--- src/rtl/ad5791_cfg_sequencer_pkg.sv ---
// Shared constants for the AD5791 configuration sequencer: FSM encoding,
// DAC register addresses and status word layout.
package ad5791_cfg_sequencer_pkg;

  localparam int unsigned STATE_W = 4;
  localparam int unsigned AXIS_W  = 3;

  // FSM state encoding (also exported through the status word)
  localparam logic [STATE_W-1:0] ST_IDLE      = 4'd0;
  localparam logic [STATE_W-1:0] ST_WAIT_IDLE = 4'd1;
  localparam logic [STATE_W-1:0] ST_ENTER     = 4'd2;
  localparam logic [STATE_W-1:0] ST_LOAD      = 4'd3;
  localparam logic [STATE_W-1:0] ST_SEND      = 4'd4;
  localparam logic [STATE_W-1:0] ST_WAIT_DONE = 4'd5;
  localparam logic [STATE_W-1:0] ST_GUARD     = 4'd6;
  localparam logic [STATE_W-1:0] ST_EXIT      = 4'd7;

  // AD5791 register addresses (word bits 23:20)
  localparam logic [3:0] REG_DAC    = 4'd1;
  localparam logic [3:0] REG_CTRL   = 4'd2;
  localparam logic [3:0] REG_CLR    = 4'd3;
  localparam logic [3:0] REG_SWCTRL = 4'd4;

  // Status word field offsets
  localparam int unsigned STATUS_ERR_BIT   = 0;
  localparam int unsigned STATUS_AXIS_LSB  = 24;
  localparam int unsigned STATUS_WIDX_BIT  = 27;
  localparam int unsigned STATUS_STATE_LSB = 28;

  // Build a 24-bit AD5791 word from register address and 20-bit payload
  function automatic logic [23:0] ad5791_word(input logic [3:0] addr,
                                              input logic [19:0] data);
    return {addr, data};
  endfunction

endpackage

--- src/rtl/ad5791_cfg_sequencer_if.sv ---
// Configuration port between the sequencer and the AD5791 SPI serializer.
interface ad5791_cfg_sequencer_if
  import ad5791_cfg_sequencer_pkg::*;
#(
  parameter int unsigned SAXIS_TDATA_WIDTH = 32
) ();

  logic [SAXIS_TDATA_WIDTH-1:0] M_AXISCFG_tdata;
  logic                         M_AXISCFG_tvalid;
  logic                         configuration_mode;
  logic [AXIS_W-1:0]            configuration_axis;
  logic                         configuration_send;
  logic                         dac_ready;

  modport master (
    output M_AXISCFG_tdata,
    output M_AXISCFG_tvalid,
    output configuration_mode,
    output configuration_axis,
    output configuration_send,
    input  dac_ready
  );

  modport slave (
    input  M_AXISCFG_tdata,
    input  M_AXISCFG_tvalid,
    input  configuration_mode,
    input  configuration_axis,
    input  configuration_send,
    output dac_ready
  );

endinterface

--- src/rtl/ad5791_wait_timer.sv ---
// Loadable down-counter shared by the guard and handshake-timeout waits.
module ad5791_wait_timer #(
  parameter int unsigned CNT_W = 11
) (
  input  logic             clk,
  input  logic             rst_n,
  input  logic             load,
  input  logic [CNT_W-1:0] load_val,
  output logic             expired_c
);

  logic [CNT_W-1:0] cnt_q, cnt_d;

  // Reload on request, otherwise count down and park at zero
  always_comb begin
    cnt_d = cnt_q;
    if (load) begin
      cnt_d = load_val;
    end else if (cnt_q != '0) begin
      cnt_d = cnt_q - CNT_W'(1);
    end
  end

  // Counter register
  always_ff @(posedge clk or negedge rst_n) begin
    if (!rst_n) begin
      cnt_q <= '0;
    end else begin
      cnt_q <= cnt_d;
    end
  end

  assign expired_c = (cnt_q == '0);

endmodule

--- src/rtl/ad5791_cfg_sequencer.sv ---
// Writes one or two configuration words into every AD5791 channel through
// the serializer's config port, then hands the serializer back to streaming.
module ad5791_cfg_sequencer
  import ad5791_cfg_sequencer_pkg::*;
#(
  parameter int unsigned NUM_DAC           = 4,
  parameter int unsigned DAC_WORD_WIDTH    = 24,
  parameter int unsigned SAXIS_TDATA_WIDTH = 32,
  parameter int unsigned GUARD_CYCLES      = 16,
  parameter int unsigned TIMEOUT_CYCLES    = 1024,
  parameter int unsigned CNT_W             = 11
) (
  input  logic                      a_clk,
  input  logic                      a_resetn,
  input  logic                      start,
  input  logic [DAC_WORD_WIDTH-1:0] cfg_word0,
  input  logic [DAC_WORD_WIDTH-1:0] cfg_word1,
  input  logic                      cfg_word1_en,
  ad5791_cfg_sequencer_if.master    cfg,
  output logic                      busy,
  output logic                      done,
  output logic                      timeout_err,
  output logic [31:0]               status
);

  localparam logic [AXIS_W-1:0] AXIS_LAST   = AXIS_W'(NUM_DAC - 1);
  localparam logic [CNT_W-1:0]  GUARD_LOAD  = CNT_W'(GUARD_CYCLES - 1);
  localparam logic [CNT_W-1:0]  TOUT_LOAD   = CNT_W'(TIMEOUT_CYCLES - 1);

  logic [STATE_W-1:0]           state_q, state_d;
  logic [DAC_WORD_WIDTH-1:0]    w0_q, w0_d, w1_q, w1_d;
  logic                         w1en_q, w1en_d;
  logic                         word_idx_q, word_idx_d;
  logic                         ph_q, ph_d;
  logic [AXIS_W-1:0]            axis_q, axis_d;
  logic [SAXIS_TDATA_WIDTH-1:0] tdata_q, tdata_d;
  logic                         tvalid_q, tvalid_d;
  logic                         mode_q, mode_d;
  logic                         send_q, send_d;
  logic                         busy_q, busy_d;
  logic                         done_q, done_d;
  logic                         err_q, err_d;
  logic                         go_load_c;
  logic                         tmr_load_c;
  logic [CNT_W-1:0]             tmr_val_c;
  logic                         tmr_expired_c;
  logic [31:0]                  status_c;

  ad5791_wait_timer #(.CNT_W(CNT_W)) u_timer (
    .clk       (a_clk),
    .rst_n     (a_resetn),
    .load      (tmr_load_c),
    .load_val  (tmr_val_c),
    .expired_c (tmr_expired_c)
  );

  // Next-state and registered-output logic
  always_comb begin
    state_d    = state_q;
    w0_d       = w0_q;
    w1_d       = w1_q;
    w1en_d     = w1en_q;
    word_idx_d = word_idx_q;
    ph_d       = ph_q;
    axis_d     = axis_q;
    tdata_d    = tdata_q;
    tvalid_d   = 1'b0;
    mode_d     = mode_q;
    send_d     = send_q;
    busy_d     = busy_q;
    done_d     = done_q;
    err_d      = err_q;
    go_load_c  = 1'b0;

    case (state_q)
      ST_IDLE: begin
        if (start) begin
          w0_d       = cfg_word0;
          w1_d       = cfg_word1;
          w1en_d     = cfg_word1_en;
          word_idx_d = 1'b0;
          done_d     = 1'b0;
          err_d      = 1'b0;
          busy_d     = 1'b1;
          state_d    = ST_WAIT_IDLE;
        end
      end
      ST_WAIT_IDLE: begin
        if (cfg.dac_ready || tmr_expired_c) begin
          if (!cfg.dac_ready) err_d = 1'b1;
          mode_d  = 1'b1;
          state_d = ST_ENTER;
        end
      end
      ST_ENTER: begin
        if (tmr_expired_c) go_load_c = 1'b1;
      end
      ST_LOAD: begin
        // Phase A holds tvalid high; phase B drops it before axis moves on
        if (!ph_q) begin
          ph_d = 1'b1;
        end else if (axis_q == AXIS_LAST) begin
          send_d  = 1'b1;
          state_d = ST_SEND;
        end else begin
          axis_d   = axis_q + AXIS_W'(1);
          tvalid_d = 1'b1;
          ph_d     = 1'b0;
        end
      end
      ST_SEND: begin
        if (!cfg.dac_ready) begin
          send_d  = 1'b0;
          state_d = ST_WAIT_DONE;
        end else if (tmr_expired_c) begin
          send_d  = 1'b0;
          err_d   = 1'b1;
          state_d = ST_GUARD;
        end
      end
      ST_WAIT_DONE: begin
        if (cfg.dac_ready || tmr_expired_c) begin
          if (!cfg.dac_ready) err_d = 1'b1;
          state_d = ST_GUARD;
        end
      end
      ST_GUARD: begin
        if (tmr_expired_c) begin
          if (!word_idx_q && w1en_q) begin
            word_idx_d = 1'b1;
            go_load_c  = 1'b1;
          end else begin
            mode_d  = 1'b0;
            state_d = ST_EXIT;
          end
        end
      end
      ST_EXIT: begin
        if (tmr_expired_c) begin
          busy_d  = 1'b0;
          done_d  = 1'b1;
          state_d = ST_IDLE;
        end
      end
      default: begin
        state_d = ST_IDLE;
      end
    endcase

    // First axis of a frame: word and axis appear together with tvalid
    if (go_load_c) begin
      state_d  = ST_LOAD;
      axis_d   = '0;
      ph_d     = 1'b0;
      tvalid_d = 1'b1;
      tdata_d  = SAXIS_TDATA_WIDTH'(word_idx_d ? w1_q : w0_q);
    end
  end

  // Restart the timer on every state change with the wait for the new state
  always_comb begin
    tmr_load_c = (state_d != state_q);
    tmr_val_c  = GUARD_LOAD;
    if (state_d == ST_WAIT_IDLE || state_d == ST_SEND || state_d == ST_WAIT_DONE) begin
      tmr_val_c = TOUT_LOAD;
    end
  end

  // State and output registers
  always_ff @(posedge a_clk or negedge a_resetn) begin
    if (!a_resetn) begin
      state_q    <= ST_IDLE;
      w0_q       <= '0;
      w1_q       <= '0;
      w1en_q     <= 1'b0;
      word_idx_q <= 1'b0;
      ph_q       <= 1'b0;
      axis_q     <= '0;
      tdata_q    <= '0;
      tvalid_q   <= 1'b0;
      mode_q     <= 1'b0;
      send_q     <= 1'b0;
      busy_q     <= 1'b0;
      done_q     <= 1'b0;
      err_q      <= 1'b0;
    end else begin
      state_q    <= state_d;
      w0_q       <= w0_d;
      w1_q       <= w1_d;
      w1en_q     <= w1en_d;
      word_idx_q <= word_idx_d;
      ph_q       <= ph_d;
      axis_q     <= axis_d;
      tdata_q    <= tdata_d;
      tvalid_q   <= tvalid_d;
      mode_q     <= mode_d;
      send_q     <= send_d;
      busy_q     <= busy_d;
      done_q     <= done_d;
      err_q      <= err_d;
    end
  end

  // Status word assembled from registered fields
  always_comb begin
    status_c = '0;
    status_c[STATUS_STATE_LSB +: STATE_W] = state_q;
    status_c[STATUS_WIDX_BIT]             = word_idx_q;
    status_c[STATUS_AXIS_LSB +: AXIS_W]   = axis_q;
    status_c[STATUS_ERR_BIT]              = err_q;
  end

  assign cfg.M_AXISCFG_tdata    = tdata_q;
  assign cfg.M_AXISCFG_tvalid   = tvalid_q;
  assign cfg.configuration_mode = mode_q;
  assign cfg.configuration_axis = axis_q;
  assign cfg.configuration_send = send_q;
  assign busy                   = busy_q;
  assign done                   = done_q;
  assign timeout_err            = err_q;
  assign status                 = status_c;

endmodule

--- src/flat_wrapper.sv ---
// flat-port wrapper written by rule: the top's interface ports become plain ports
module ad5791_cfg_sequencer_flat import ad5791_cfg_sequencer_pkg::*;
#(
  parameter int unsigned NUM_DAC           = 4,
  parameter int unsigned DAC_WORD_WIDTH    = 24,
  parameter int unsigned SAXIS_TDATA_WIDTH = 32,
  parameter int unsigned GUARD_CYCLES      = 16,
  parameter int unsigned TIMEOUT_CYCLES    = 1024,
  parameter int unsigned CNT_W             = 11
)
  (a_clk, a_resetn, start, cfg_word0, cfg_word1, cfg_word1_en, busy, done, timeout_err, status, cfg_M_AXISCFG_tdata, cfg_M_AXISCFG_tvalid, cfg_configuration_mode, cfg_configuration_axis, cfg_configuration_send, cfg_dac_ready);
  ad5791_cfg_sequencer_if #(.SAXIS_TDATA_WIDTH(SAXIS_TDATA_WIDTH)) cfg_i ();
  input  logic a_clk;
  input  logic a_resetn;
  input  logic start;
  input  logic [DAC_WORD_WIDTH-1:0] cfg_word0;
  input  logic [DAC_WORD_WIDTH-1:0] cfg_word1;
  input  logic cfg_word1_en;
  output logic busy;
  output logic done;
  output logic timeout_err;
  output logic [31:0] status;
  output wire logic [$bits(cfg_i.M_AXISCFG_tdata)-1:0] cfg_M_AXISCFG_tdata;
  output wire logic [$bits(cfg_i.M_AXISCFG_tvalid)-1:0] cfg_M_AXISCFG_tvalid;
  output wire logic [$bits(cfg_i.configuration_mode)-1:0] cfg_configuration_mode;
  output wire logic [$bits(cfg_i.configuration_axis)-1:0] cfg_configuration_axis;
  output wire logic [$bits(cfg_i.configuration_send)-1:0] cfg_configuration_send;
  input wire logic [$bits(cfg_i.dac_ready)-1:0] cfg_dac_ready;
  assign cfg_M_AXISCFG_tdata = cfg_i.M_AXISCFG_tdata;
  assign cfg_M_AXISCFG_tvalid = cfg_i.M_AXISCFG_tvalid;
  assign cfg_configuration_mode = cfg_i.configuration_mode;
  assign cfg_configuration_axis = cfg_i.configuration_axis;
  assign cfg_configuration_send = cfg_i.configuration_send;
  assign cfg_i.dac_ready = cfg_dac_ready;
  ad5791_cfg_sequencer #(.NUM_DAC(NUM_DAC), .DAC_WORD_WIDTH(DAC_WORD_WIDTH), .SAXIS_TDATA_WIDTH(SAXIS_TDATA_WIDTH), .GUARD_CYCLES(GUARD_CYCLES), .TIMEOUT_CYCLES(TIMEOUT_CYCLES), .CNT_W(CNT_W)) u_core (.a_clk(a_clk), .a_resetn(a_resetn), .start(start), .cfg_word0(cfg_word0), .cfg_word1(cfg_word1), .cfg_word1_en(cfg_word1_en), .cfg(cfg_i), .busy(busy), .done(done), .timeout_err(timeout_err), .status(status));
endmodule
--- config.mk ---
export PLATFORM = sky130hd
export DESIGN_NAME = ad5791_cfg_sequencer_flat
export DESIGN_NICKNAME = d
export VERILOG_FILES = /design/src/rtl/ad5791_cfg_sequencer_pkg.sv /design/src/rtl/ad5791_cfg_sequencer_if.sv /design/src/rtl/ad5791_wait_timer.sv /design/src/rtl/ad5791_cfg_sequencer.sv /design/src/flat_wrapper.sv
export SDC_FILE = /design/constraint.sdc
export NUM_CORES = 1
export LEC_CHECK = 0
export ABC_AREA = 1
export CORE_UTILIZATION = 44
export CTS_BUF_LIST = sky130_fd_sc_hd__clkbuf_16
export DETAILED_ROUTE_END_ITERATION = 10
export GPL_TIMING_DRIVEN = 0
export PLACE_DENSITY_LB_ADDON = 0.25
export SETUP_SLACK_MARGIN = 0.1
export SLEW_MARGIN = 25
export SYNTH_ARGS = -nofsm -noshare
export SYNTH_HDL_FRONTEND = slang
export SYNTH_SLANG_ARGS = --single-unit
--- constraint.sdc ---
create_clock -name a_clk -period 6 [get_ports a_clk]
set_input_delay 0.9 -clock a_clk [delete_from_list [all_inputs] [get_ports a_clk]]
set_output_delay 0.9 -clock a_clk [all_outputs]
set_load 0.01 [all_outputs]
---- Word level (Yosys, flattened, before mapping) ----
Cells that the tools add are included.
word-level totals
  logic and storage cells ................. 118
  bits in registers ....................... 107
  output and inout port bits .............. 73
  input bits .............................. 53
operators by class
  reductions and logical operators ........ 22
  $add $sub $neg .......................... 2
  eq/ne operators ......................... 25
  multiplexer cells ....................... 54
operators by type and width
  cell                   count
  $mux 4                 11
  $pmux 4 s8             1
  $mux 1                 27
  $eq 4x3->1 const B     6
  $mux 24                1
  $mux 11                2
  $ne 2x1->1 const B     8
  $mux 3                 4
  $pmux 1 s2             6
  $reduce_bool 2->1      6
  $logic_not 11->1       1
  $reduce_bool 11->1     1
  $sub 11x1->11 const B  1
  $mux 10                1
  $eq 4x1->1 const B     2
  $eq 4x2->1 const B     2
  $ne 2x2->1 const B     4
  $reduce_and 4->1       2
  $reduce_and 3->1       2
  $reduce_and 6->1       1
  $logic_not 4->1        1
  $ne 4x4->1             1
  $add 3x1->3 const B    1
  $eq 3x2->1 const B     1
  8 further kinds        10

---- Depth between registers and ports, before layout ----
Gate-level depths: netlist (run 1).
  word-level depth ........................ 11
  gate-level depth with buffers ........... 16
  mapped depth without buffers ............ 15

---- Hierarchy ----
Synthesis (run 1) repeated with hierarchy kept, for this count alone.
unflattened totals
  cell total of the unflattened synthesis .. 624
  area, all modules ....................... 5009.8 um^2
modules (own cells, without submodules)
  module                sequential area each (um^2)  area each (um^2)  cells each  instances
  ad5791_cfg_sequencer  2202.1                       4284.1            519         1
  ad5791_wait_timer     275.3                        725.7             105         1

---- Worst setup path after synthesis (run 1) ----
No wires, ideal clock.
  path kind ............................... input-to-reg
  start ................................... in start
  end ..................................... reg u_core.tdata_q[0] (netlist: u_core.cfg.M_AXISCFG_tdata[0])
  arrival ................................. 1.892 ns
  library setup time ...................... 0.120 ns
  buffers on the path ..................... 3
  path slack .............................. 3.988 ns
  required time ........................... 5.880 ns
  stages on the path ...................... 7
  cells stage by stage .................... nand3_1 > buf_2 > a32o_1 > buf_2 > buf_2 > o21ai_1 > nand2_1
between the ends
  cells in the longest elaborated chain, start to end .. 3
RTL lines
  item                   RTL line                     text
  from (decl)            flat_wrapper.sv:15           input logic start;
  $mux 1                 ad5791_cfg_sequencer.sv:77   if (start) begin
  $pmux 1 s2             ad5791_cfg_sequencer.sv:75   case (state_q)
  via u_core.word_idx_d  ad5791_cfg_sequencer.sv:33   logic word_idx_q, word_idx_d;
  $mux 24                ad5791_cfg_sequencer.sv:156  tdata_d = SAXIS_TDATA_WIDTH'(word_idx_d ? w1_q : w0_q);
  to (signal assigned)   ad5791_cfg_sequencer.sv:194  tdata_q <= tdata_d;
  to (decl)              ad5791_cfg_sequencer.sv:36   logic [SAXIS_TDATA_WIDTH-1:0] tdata_q, tdata_d;
The timed path passes the listed nets, and every way through them passes these cells.
A chain may end at the register's enable or synchronous reset.

---- Worst setup path in the final report (run 1) ----
  start ................................... in start
  end ..................................... reg u_core.tdata_q[20] (netlist: u_core.cfg.M_AXISCFG_tdata[20])
between the ends
  cells in the longest elaborated chain, start to end .. 3
RTL lines
  item        RTL line
  $mux 1      ad5791_cfg_sequencer.sv:77
  $pmux 1 s2  ad5791_cfg_sequencer.sv:75
  $mux 24     ad5791_cfg_sequencer.sv:156
Every way passes these cells.

==> run_results.csv, run 1 <==
group,metric,value,unit
run_status,status,"finished, final reports clean",
placement,numPortBuffers,94,
cells_and_area,fillers,931,
sta,finalHoldViolations,0,
die,die_area,11200,sq um
cells_and_area,final_cell_mix,"nand2_1 (174), dfrtp_1 (99), clkdlybuf4s50_1 (93), inv_1 (46), o21ai_0 (41)",
placement,gp_congestion,0.878,
die,start_util,45.7,%
worst_setup_path,slowest_delay,0.43,ns
die,rows,37,
route,totalWireLength,10.9,mm
placement,post-dp-hpwl,8.12,mm
worst_setup_path,crit_fanout,10,
sta,max_freq,415,MHz
die,placeableCoreArea,10400,sq um
sta,setup_tns,0,ns
die,pin_count,126,
die,die_w,106,microns
worst_setup_path,cp_data_required_time,6.23,ns
cells_and_area,fin_nets,751,
grt,grt_usage,20.8,%
worst_setup_path,end_kind,"register",
cts,cts_setup_buffers,0,
grt,grt_max_degree,67,
sta,drv_slew,0,
route,post_drt_via_cell_ratio,4.83,
cts,cts_max_path_buffers,2,
sta,min_period,2.41,ns
die,die_y,106,microns
sta,rsz0062_at_grt,"false",
route,wl_met1,4.70,mm
yosys,post_synth.cell_area_avg,8.52,sq um
sta,tightest_slew,0.514,ns
yosys,synthCells,558,
cts,cts_tree,"built",
worst_setup_path,crit_family,"buffers and inverters",
cts,cts.clk_slew.worst_paths,0.07,ns
cts,cts_root_buf,"clkbuf_16",
cts,cts_htree_levels,3,
cts,clk_latency,0.34,ns
cts,cts_buffers,9,
sta,setup_viol,0,
worst_setup_path,startpoint_type,"primary input",
route,topRoutingLayerUsed,"met4",
route,route.met3.wl,717,microns
cts,cts_hold_buf,0,
pwr,power_density,285,nW/um^2
worst_setup_path,path_buf_inv,3,
yosys,yosysWarnings,0,
route,ant_nets,0,
grt,grt_pass1_vias,3898,
hold_path,min_path_type,"primary input to async pin",
cells_and_area,drive_gt1_share,13.2,%
route,wl_met2,5.35,mm
pwr,ir_worst_vdd,157,uV
grt,antenna_found_initial,0,
yosys,netlist_area,4760,sq um
cells_and_area,syn_to_final_growth,33.5,%
cts,cts.sinks,99,
yosys,synth_cell_types,39,
worst_setup_path,critPathSlowestCell,"clkbuf_1",
route,drt_iter0_markers,193,
worst_setup_path,critPathKind,"primary input to register",
worst_setup_path,path_cells,"clkdlybuf4s50_1 > nand3_1 > buf_2 > a32o_1 > clkbuf_1 > a21oi_1 > o21ai_1 > nand2_1",
route,first_pass_iters,5,
sta,slew_headroom,65.7,%
pwr,p_leak,3.17,nW
route,vias,4031,
yosys,yosysSeqAreaShare,52.1,%
pwr,p_total,1.81,mW
route,wl_per_cell,13.1,microns
grt,grt_pass1_wl,18.4,mm
cells_and_area,final_common_cell,"nand2_1",
cells_and_area,n_antenna_cell,0,
cts,cts_resized,0,
grt,grt_overflow_total,0,
worst_setup_path,crit_arrival,2.64,ns
yosys,ys_seq_elements,99,
sta,finClkSkew,0.0100,ns
route,drc,0,
flow_run,drv_cap,0,
sta,min_period_over_period,40.2,%
[power breakdown]
group	leakage [nW]	internal, mW	switching (mW)
clock network	0.164	0.407	0.251
registers	1.14	0.768	0.0557
logic	1.87	0.152	0.175
[state kept, by name, indices dropped and copies added, names as in the netlist, 3 cells and up]
register / flops
u_core.w1_q: 24
u_core.w0_q: 24
u_core.cfg.M_AXISCFG_tdata: 24
u_core.state_q: 4
u_core.cfg.configuration_axis: 3
u_core.u_timer.cnt_q: 11
[through the flow]
stage | hold slack [ns] | cell area (sq um) | util [%] | std cells | worst slack, ns
finish | 0.440 | 6350 | 60.9 | 835 | 3.59
global placement | 0.457 | 5980 | 57.4 | 819 | 0.399
CTS | 0.450 | 6350 | 60.9 | 835 | 3.60
detailed placement | 0.460 | 6010 | 57.7 | 820 | 3.26
floorplan | 0.442 | 4870 | - | 589 | 3.99
global route | 0.466 | 6350 | 60.9 | 835 | 3.36
[cells by family (layout without fill, tap and decap cells)]
family          after synthesis  count (layout)  synth area share, %
compound gates               98              98                 10.9
xor+xnor                      6               6                 1.10
fa+ha+maj                     3               3                0.789
buf+inv                     106             216                 11.6
flops                        99              99                 52.1
other cells                   1              32               0.0789
simple gates                245             245                 23.4
[cell usage after synthesis (all sizes together)]
cell	number	area, sq um
a211oi	1	7.51
a21oi	36	180
a31oi	3	18.8
a32o	1	10.0
buf	48	333
clkbuf	10	37.5
conb	1	3.75
dfrtp	99	2480
ha	3	37.5
inv	48	180
nand2	188	766
nand3	15	97.6
nand3b	1	7.51
nand4	9	62.6
nor2	29	151
nor3	1	16.3
o211ai	1	7.51
o21ai	51	259
o21bai	1	7.51
o22ai	1	6.26
o311ai	1	8.76
o31ai	2	15.0
or2	1	6.26
or3	1	6.26
xnor2	4	35.0
xor2	2	17.5
[cell type report]
| class | count | area, sq um | share of cell area [%] |
|---|---|---|---|
| well taps | 136 | 170 | 2.68 |
| multi-input cells | 384 | 1840 | 29.1 |
| repair buffers | 95 | 970 | 15.3 |
| flip-flops and latches | 99 | 2480 | 39.0 |
| inverters | 48 | 180 | 2.84 |
| clock inverters | 6 | 111 | 1.75 |
| plain buffers | 58 | 370 | 5.83 |
| clock buffers | 9 | 225 | 3.55 |
[path summary, 6_finish.rpt]
path                                    startpoint                                to  slack (ns)  cells after the start
max                                          start    u_core.cfg.M_AXISCFG_tdata[20]        3.59                      8
min                                       a_resetn  u_core.cfg.configuration_axis[1]        0.44                      1
max reg2reg                u_core.u_timer.cnt_q[0]    u_core.cfg.M_AXISCFG_tdata[20]        3.62                     11
min reg2reg                         u_core.w0_q[3]                    u_core.w0_q[3]        0.47                      2
max in group asynchronous                 a_resetn                   u_core.w1_q[10]        4.94                      2
min in group a_clk                  u_core.w0_q[3]                    u_core.w0_q[3]        0.47                      2
[layer usage]
layer | up-vias | global-route usage (%)
met3 | 11 | 3.43
met1 | 1901 | 27.5
met5 | - | 0
met4 | 0 | 6.85
li1 | 1982 | -
met2 | 137 | 34.7
Power figures use the tool's default switching activity.
==> run 2: changes to the inputs <==
==> constraint.sdc (replaced) <==
create_clock -name a_clk -period 2.4 [get_ports a_clk]
set_input_delay 0.36 -clock a_clk [delete_from_list [all_inputs] [get_ports a_clk]]
set_output_delay 0.36 -clock a_clk [all_outputs]
set_load 0.01 [all_outputs]
==> run_results.csv, run 2 (synthesis results as in run 1) <==
group,metric,value,unit
sta,rsz0062_at_grt,"true",
worst_setup_path,critPathKind,"register to register",
grt,grt_pass1_vias,3906,
cells_and_area,final_cell_mix,"nand2_1 (174), dfrtp_1 (99), clkdlybuf4s50_1 (93), buf_4 (46), inv_1 (44)",
grt,grt_max_degree,67,
hold_path,min_path_type,"register to register",
route,wl_per_cell,13.2,microns
cells_and_area,utilization,62.1,%
worst_setup_path,cp_data_required_time,2.61,ns
cells_and_area,regArea,2480,sq um
worst_setup_path,crit_fanout,10,
die,start_util,45.7,%
cts,cts.clk_slew.worst_paths,0.07,ns
cts,cts_tree,"built",
grt,antenna_found_initial,0,
route,first_pass_iters,4,
sta,max_freq,453,MHz
placement,post-dp-hpwl,8.12,mm
worst_setup_path,path_cells,"inv_1 > ha_4 > nand2_4 > nor2_4 > nand2_2 > buf_6 > nand2_2 > nand2_2 > nor2_4 > nand4_2 > nand2_4 > nand3_4 > buf_4 > o21bai_1",
die,pin_count,126,
cells_and_area,drive_gt1_share,15.5,%
worst_setup_path,slowest_delay,0.40,ns
cts,cts.sinks,99,
sta,finClkSkew,0.00866,ns
cells_and_area,syn_to_final_growth,36.0,%
sta,fin_ws,0.191,ns
placement,gp_congestion,0.878,
cts,cts_htree_levels,3,
cells_and_area,final_common_cell,"nand2_1",
die,placeableCoreArea,10400,sq um
sta,min_period,2.21,ns
route,vias,4095,
worst_setup_path,cp_common_cell,"nand2_2",
die,rows,37,
cts,cts_root_buf,"clkbuf_16",
cts,clk_latency,0.34,ns
flow_run,drv_cap,0,
route,drc,0,
die,die_w,106,microns
sta,drv_slew,0,
worst_setup_path,crit_arrival,2.42,ns
placement,numPortBuffers,94,
grt,grt_usage,20.8,%
cells_and_area,fin_nets,762,
sta,setup_viol,0,
sta,setup_tns,0,ns
sta,timing.hold.ws,0.475,ns
grt,grt_pass1_wl,18.5,mm
pwr,p_leak,3.23,nW
placement,dpl_worst_slack,0.0229,ns
die,die_area,11200,sq um
cells_and_area,fillers,915,
route,drt_iter0_markers,224,
run_status,status,"finished, final reports clean",
cts,cts_buffers,9,
cells_and_area,final_area,6470,sq um
route,post_drt_via_cell_ratio,4.84,
pwr,power_density,705,nW/um^2
sta,min_period_over_period,92.1,%
cells_and_area,multi_input_area,1870,sq um
route,ant_nets,0,
grt,grt_overflow_total,0,
placement,postPlaceCellArea,6010,sq um
die,die_y,106,microns
cells_and_area,n_antenna_cell,0,
worst_setup_path,critPathSlowestCell,"dfrtp_1",
cts,cts_max_path_buffers,2,
worst_setup_path,startpoint_type,"register",
route,totalWireLength,11.2,mm
worst_setup_path,end_kind,"register",
sta,finalHoldViolations,0,
pwr,ir_worst_vdd,392,uV
-- run 2: layout make-up --
class / instances / area share, %
multi-input cells: 384 / 29.0
flip-flops and latches: 99 / 38.3
clock inverters: 6 / 1.72
inverters: 48 / 2.84
clock buffers: 9 / 3.48
well taps: 136 / 2.63
repair buffers: 106 / 16.3
plain buffers: 58 / 5.76
-- run 2: metal layers --
metal	wire [microns]	part of all wire, %	GRT usage (%)
met1	4890	44	27.5
met2	5540	49	34.9
met3	629	5.6	3.37
met4	146	1.3	6.85
met5	0	0	0
-- run 2: final timing paths --
check | start | to | slack [ns] | depth (start not counted)
min in group asynchronous | a_resetn | u_core.cfg.configuration_axis[1] | 0.48 | 2
min | u_core.w0_q[3] | u_core.w0_q[3] | 0.47 | 2
max in group asynchronous | a_resetn | u_core.state_q[0] | 1.30 | 3
max | u_core.u_timer.cnt_q[1] | u_core.u_timer.cnt_q[2] | 0.19 | 14
max reg2reg | u_core.u_timer.cnt_q[1] | u_core.u_timer.cnt_q[2] | 0.19 | 14
min reg2reg | u_core.w0_q[3] | u_core.w0_q[3] | 0.47 | 2
-- run 2: metrics by stage --
step                power [mW]  std cells
finish                    4.56        846
floorplan                 2.56        589
global placement          2.86        819
detailed placement        2.91        820
global route              4.78        846
CTS                       4.55        836
-- run 2: report_power, final --
part	internal [mW]	switching (mW)
logic	0.404	0.451
clock network	1.02	0.627
registers	1.92	0.141
total	3.34	1.22
-- run 2: what timing repair did --
item,CTS,global route
endpoints found under the hold margin,33,0
hold buffers,1,0
pin swaps,0,9
resized for setup,2,8
buffers inserted,0,10
endpoints found under the setup margin,15,35
-- run 2: critical path: cells and delay by family (launching register included) --
family          cells  cell delay [ns]
simple gates        9             0.94
fa+ha+maj           1             0.16
compound gates      1             0.15
buf+inv             3             0.43
flops               1             0.40
